`config.mk`:
```
export PLATFORM = sky130hd
export DESIGN_NAME = quad_encoder_gen
export DESIGN_NICKNAME = d
export VERILOG_FILES = /design/src/rtl/quad_encoder_gen.sv
export SDC_FILE = /design/constraint.sdc
export NUM_CORES = 1
export LEC_CHECK = 0
export CAP_MARGIN = 10
export CORE_ASPECT_RATIO = 0.5
export CORE_MARGIN = 2
export CORE_UTILIZATION = 40
export CTS_CLUSTER_DIAMETER = 100
export DETAILED_ROUTE_END_ITERATION = 8
export PLACE_DENSITY_LB_ADDON = 0.12
export RECOVER_POWER = 25
export SLEW_MARGIN = 20
export SYNTH_ARGS = -nofsm -noshare
export SYNTH_HDL_FRONTEND = slang
export SYNTH_SLANG_ARGS = --single-unit
```
`constraint.sdc`:
```
create_clock -name clk -period 17.5 [get_ports clk]
set_clock_uncertainty 0.1 [all_clocks]
set_input_delay 4.375 -clock clk [delete_from_list [all_inputs] [get_ports clk]]
set_output_delay 4.375 -clock clk [all_outputs]
set_load 0.03 [all_outputs]
```
`src/rtl/quad_encoder_gen.sv`:
```
// Quadrature encoder emulator: steps quadA/quadB one Gray edge at a time toward a commanded target.
// Optional index output quadZ with a CPR revolution counter when QUAD_INDEX_EN is defined.
module quad_encoder_gen #(
    parameter int unsigned WIDTH    = 32,
    parameter int unsigned PERIOD_W = 16,
    parameter int unsigned CPR      = 1024
) (
    input  logic                clk,
    input  logic                rst,
    input  logic                cmd_valid,
    output logic                cmd_ready,
    input  logic [WIDTH-1:0]    cmd_target,
    input  logic [PERIOD_W-1:0] step_period,
    output logic                quadA,
    output logic                quadB,
    output logic [WIDTH-1:0]    position,
    output logic                busy,
    output logic                done
`ifdef QUAD_INDEX_EN
    ,
    output logic                quadZ
`endif
);

    typedef enum logic {ST_IDLE = 1'b0, ST_RUN = 1'b1} state_t;

    state_t              state;
    state_t              state_nxt;

    logic [WIDTH-1:0]    target_q;
    logic [WIDTH-1:0]    target_nxt;
    logic [WIDTH-1:0]    pos_nxt;
    logic [WIDTH-1:0]    acc_diff;
    logic [WIDTH-1:0]    goal_c;
    logic [PERIOD_W-1:0] period_q;
    logic [PERIOD_W-1:0] period_nxt;
    logic [PERIOD_W-1:0] timer_q;
    logic [PERIOD_W-1:0] timer_nxt;
    logic [PERIOD_W-1:0] period_eff_c;
    logic                dir_q;
    logic                dir_nxt;
    logic                step_dir_c;
    logic                step_c;
    logic                arrive_c;
    logic                accept_c;
    logic                acc_move_c;
    logic                done_nxt;
    logic                busy_nxt;

    if (CPR < 1) begin : g_cpr_check
        $error("quad_encoder_gen: CPR must be >= 1");
    end

    assign cmd_ready    = ~rst & (state == ST_IDLE);
    assign accept_c     = cmd_valid & cmd_ready;
    assign period_eff_c = (step_period == '0) ? PERIOD_W'(1) : step_period;
    assign acc_diff     = cmd_target - position;
    assign acc_move_c   = (acc_diff != '0);

    // Step decision: an accepting cycle with period 1 already emits its first edge.
    always_comb begin
        step_c     = 1'b0;
        step_dir_c = dir_q;
        goal_c     = target_q;
        if (state == ST_RUN) begin
            step_c = (timer_q == PERIOD_W'(1));
        end else begin
            step_dir_c = acc_diff[WIDTH-1];
            goal_c     = cmd_target;
            step_c     = accept_c & acc_move_c & (period_eff_c == PERIOD_W'(1));
        end
        pos_nxt = position;
        if (step_c) begin
            pos_nxt = step_dir_c ? (position - WIDTH'(1)) : (position + WIDTH'(1));
        end
        arrive_c = step_c & (pos_nxt == goal_c);
    end

    // State register
    always_ff @(posedge clk) begin
        if (rst) begin
            state <= ST_IDLE;
        end else begin
            state <= state_nxt;
        end
    end

    // Next-state logic
    always_comb begin
        state_nxt = state;
        case (state)
            ST_IDLE: begin
                if (accept_c && acc_move_c && !arrive_c) begin
                    state_nxt = ST_RUN;
                end
            end
            ST_RUN: begin
                if (arrive_c) begin
                    state_nxt = ST_IDLE;
                end
            end
            default: state_nxt = ST_IDLE;
        endcase
    end

    // Output and datapath next values
    always_comb begin
        target_nxt = target_q;
        period_nxt = period_q;
        timer_nxt  = timer_q;
        dir_nxt    = dir_q;
        done_nxt   = 1'b0;
        busy_nxt   = (state_nxt == ST_RUN);
        case (state)
            ST_IDLE: begin
                if (accept_c) begin
                    target_nxt = cmd_target;
                    period_nxt = period_eff_c;
                    dir_nxt    = acc_diff[WIDTH-1];
                    timer_nxt  = step_c ? period_eff_c : (period_eff_c - PERIOD_W'(1));
                    done_nxt   = ~acc_move_c | arrive_c;
                end
            end
            ST_RUN: begin
                timer_nxt = step_c ? period_q : (timer_q - PERIOD_W'(1));
                done_nxt  = arrive_c;
            end
            default: begin
                done_nxt = 1'b0;
            end
        endcase
    end

    // Registered outputs; phase is derived from the count so they can never disagree
    always_ff @(posedge clk) begin
        if (rst) begin
            position <= '0;
            quadA    <= 1'b0;
            quadB    <= 1'b0;
            busy     <= 1'b0;
            done     <= 1'b0;
            target_q <= '0;
            period_q <= PERIOD_W'(1);
            timer_q  <= PERIOD_W'(1);
            dir_q    <= 1'b0;
        end else begin
            position <= pos_nxt;
            quadA    <= pos_nxt[0] ^ pos_nxt[1];
            quadB    <= pos_nxt[1];
            busy     <= busy_nxt;
            done     <= done_nxt;
            target_q <= target_nxt;
            period_q <= period_nxt;
            timer_q  <= timer_nxt;
            dir_q    <= dir_nxt;
        end
    end

`ifdef QUAD_INDEX_EN
    localparam int unsigned REV_W = (CPR > 1) ? $clog2(CPR) : 1;

    logic [REV_W-1:0] rev_q;
    logic [REV_W-1:0] rev_nxt;

    // Revolution counter follows every emitted edge, wrapping in both directions
    always_comb begin
        rev_nxt = rev_q;
        if (step_c) begin
            if (step_dir_c) begin
                rev_nxt = (rev_q == '0) ? REV_W'(CPR - 1) : (rev_q - REV_W'(1));
            end else begin
                rev_nxt = (rev_q == REV_W'(CPR - 1)) ? '0 : (rev_q + REV_W'(1));
            end
        end
    end

    always_ff @(posedge clk) begin
        if (rst) begin
            rev_q <= '0;
            quadZ <= 1'b0;
        end else begin
            rev_q <= rev_nxt;
            quadZ <= (rev_nxt == '0) && (pos_nxt[1:0] == 2'b00);
        end
    end
`endif

endmodule
```
==> results.toml <==
[global_routing]
grt_pass1_vias = 8660
gr-total-overflow = 0
grt_max_degree = 58
antenna_found_initial = 0
grt_pass1_wl_mm = 50.6
grt_usage_pct = 26.8

[timing]
tns_ns = 0
worstMarginPinSlew_ns = 0.976
period_needed_ns = 11.55
hold_viol_final = 0
drv_slew = 0
rsz0062_at_grt = "false"
setup_viol = 0
period_share_pct = 66.0
max_freq_mhz = 86.6
maxSlewHeadroom_pct = 35.0

[placement]
io_buffers = 87
routabilityCongestion = 0.989
place_hpwl_mm = 24.7

[clock_network]
postCtsHoldBufs = 0
clk-insertion-delay-late_ns = 0.38
clock_path_buffers = 2
cts-resized-gates = 0
cts_tree = "built"
clkSinkCount = 100
h-tree-depth = 3
ctsRootBufferMaster = "clkbuf_16"
cts_setup_buffers = 0
cts-buffers-inserted = 9
path_clk_slew_ns = 0.08

[layout]
n_antenna_cell = 0
syn_to_final_growth_pct = 14.9
fill_cells = 2279
drive_above_1_share_pct = 4.86
final_nets = 1410

[critical_path]
cp.required_ns = 17.73
worstSetupPathType = "in -> reg"
r2r-end = "done"
r2r-start = "position[13]"
worstPathMaxFanout = 32
critPathSlowestCell = "o41ai_1"
cpPeakStageDelay_ns = 0.55
rr_worst_depth = 27
crit_buf_inv = 2
cp.arrival_ns = 11.78
cp_common_cell = "o21bai_1"
cp_top_family = "compound AO/OA/AOI/OAI gates"
regToRegSetupSlack_ns = 9.86
cp-start-kind = "input port"
endpoint_kind = "register"

[die]
std_cell_rows = 39
die_area_um2 = 24500
initial_core_util_pct = 40.7
dieWidth_um = 219
die_h_um = 112
core_region_area_um2 = 22800
ios = 88

[yosys]
yosys.cell_types.count = 79
syn_avg_cell_area_um2 = 7.43
synth_xor_area_share_pct = 9.44
synth_top_family_by_area = "simple AND/OR/NAND/NOR gates"
ys_ff_latch = 100
yosysMostFrequentCell = "nand2_1"
muxShareOfSynthArea_pct = 6.35
synth_common_cells = "nand2_1, nor2_1, a21oi_1, dfxtp_1, ha_1"
synth_edf_count = 0
syn-cell-area_um2 = 9280
synth_simple_gate_area_share_pct = 27.7
ys_async_sr_fraction_pct = 0
synth_compound_area_share_pct = 20.8
synth.largest_area_cell = "dfxtp_1"
synth_top_area_share_pct = 21.6
syn_inst = 1249
seq_area_frac_synth_pct = 21.6
synth-main-ff-cell = "dfxtp_1"
synth_adder_area_share_pct = 9.33
synth.area.top_cells = "dfxtp_1, ha_1, nand2_1, mux2i_1, nor2_1"
ys_warn_count = 0
syn_nets = 1368

[min_path]
hold_end = "period_q[3]"
hold_depth = 2
holdCritStartpoint = "period_q[3]"
hold_path.class = "reg -> reg"

[routing]
wl_per_cell_um = 20.4
avgViaCountPerCell = 5.86
dr_total_vias = 9386
firstDrtPassIters = 5
ant_nets = 0
post-route-drc-count = 0
drtIter0Drc = 897
totalWireLength_mm = 32.7

[pwr]
leakage_nw = 4.36
ir_drop_mv = 0.0538
powerDensity_nw_per_um2 = 64.3
total_power_uw = 686

[flow_run]
max_cap_viol_count = 0

[outcome]
status = "finished clean"
==> power breakdown <==
| part | leakage [nW] | internal, mW | switching, mW | total, mW |
|---|---|---|---|---|
| Sequential | 0.818 | 0.239 | 0.0120 | 0.251 |
| Clock | 0.151 | 0.114 | 0.110 | 0.224 |
| Combinational | 3.39 | 0.0832 | 0.128 | 0.211 |
==> cell families (layout without fill, tap and decap cells) <==
group	after synthesis	after routing
buffers and inverters	115	162
AOI/OAI and AO/OA	293	293
adders and majority gates	68	68
muxes	58	58
and+or+nand+nor	515	515
xor gates and xnor gates	100	100
DFF	100	100
==> metrics by stage <==
stage / instance area, µm² / setup WS (ns) / cells / utilization (%) / hold slack [ns]
floorplan: 9280 / 5.64 / 1249 / - / 0.333
global placement: 10400 / 5.87 / 1587 / 45.5 / 0.345
detailed placement: 10400 / 5.72 / 1587 / 45.5 / 0.351
CTS: 10700 / 6.07 / 1603 / 46.8 / 0.362
global route: 10700 / 5.47 / 1603 / 46.8 / 0.378
finish: 10700 / 5.95 / 1603 / 46.8 / 0.363
==> layer usage <==
metal	global-route usage, %	part of all wire, %	vias to the layer above
met1	40.3	50	4525
met2	39.8	42	280
met4	4.05	0.89	0
met5	0	0	-
li1	-	-	4559
met3	5.22	7.1	22
==> worst reg2reg max path: stages, from the launching register on <==
cell	delay, ns
dfxtp_1	0.50
inv_1	0.10
ha_1	0.48
nand4_1	0.43
or2_2	0.45
nor2_1	0.14
a21oi_2	0.09
o21a_1	0.20
xnor2_1	0.41
o21ai_2	0.08
buf_4	0.28
ha_1	0.35
a211oi_1	0.24
o21bai_1	0.15
a211oi_1	0.38
o21ai_0	0.22
o41ai_1	0.55
o21bai_1	0.16
a21o_1	0.22
a221oi_1	0.41
o21ai_0	0.21
a31oi_1	0.34
o21bai_1	0.10
a21oi_1	0.19
xnor2_1	0.17
mux2i_1	0.13
nor4_2	0.33
o21ba_1	0.17
==> placed cells by master (no fill, tap or decap), types with 31 or more instances in the layout <==
master | Yosys | routed
a21oi_1 | 100 | 100
o21ai_0 | 45 | 44
nand2_1 | 148 | 147
ha_1 | 66 | 66
inv_1 | 53 | 53
xnor2_1 | 56 | 56
dfxtp_1 | 100 | 99
nand3b_1 | 47 | 47
dlygate4sd3_1 | 0 | 34
xor2_1 | 44 | 44
mux2i_1 | 51 | 51
nor2_1 | 134 | 134
nand3_1 | 31 | 31
clkdlybuf4s50_1 | 0 | 52
==> area by class of cell <==
cell class | instances | area [µm²] | share of cell area [%]
clock buffers | 9 | 225 | 2.11
clock inverters | 7 | 85.1 | 0.797
inverters | 53 | 199 | 1.86
multi-input cells | 1034 | 6860 | 64.3
flip-flops and latches | 100 | 2010 | 18.8
well taps | 307 | 384 | 3.60
repair buffers | 93 | 911 | 8.54
==> registers in the layout (all words and copies together), names as in the netlist <==
| signal | cells |
|---|---|
| position | 32 |
| quadA | 1 |
| done | 1 |
| busy | 1 |
| timer_q | 16 |
| target_q | 32 |
| period_q | 16 |
| dir_q | 1 |
==> worst max path at each step <==
stage / start / end / cells after the start
floorplan: cmd_target[6] / done / 27
global placement: cmd_target[5] / done / 28
detailed placement: cmd_target[5] / done / 28
CTS: cmd_target[5] / done / 28
global route: cmd_target[12] / done / 27
finish: cmd_target[5] / done / 28
No activity file was read; power rests on OpenSTA's default activity.
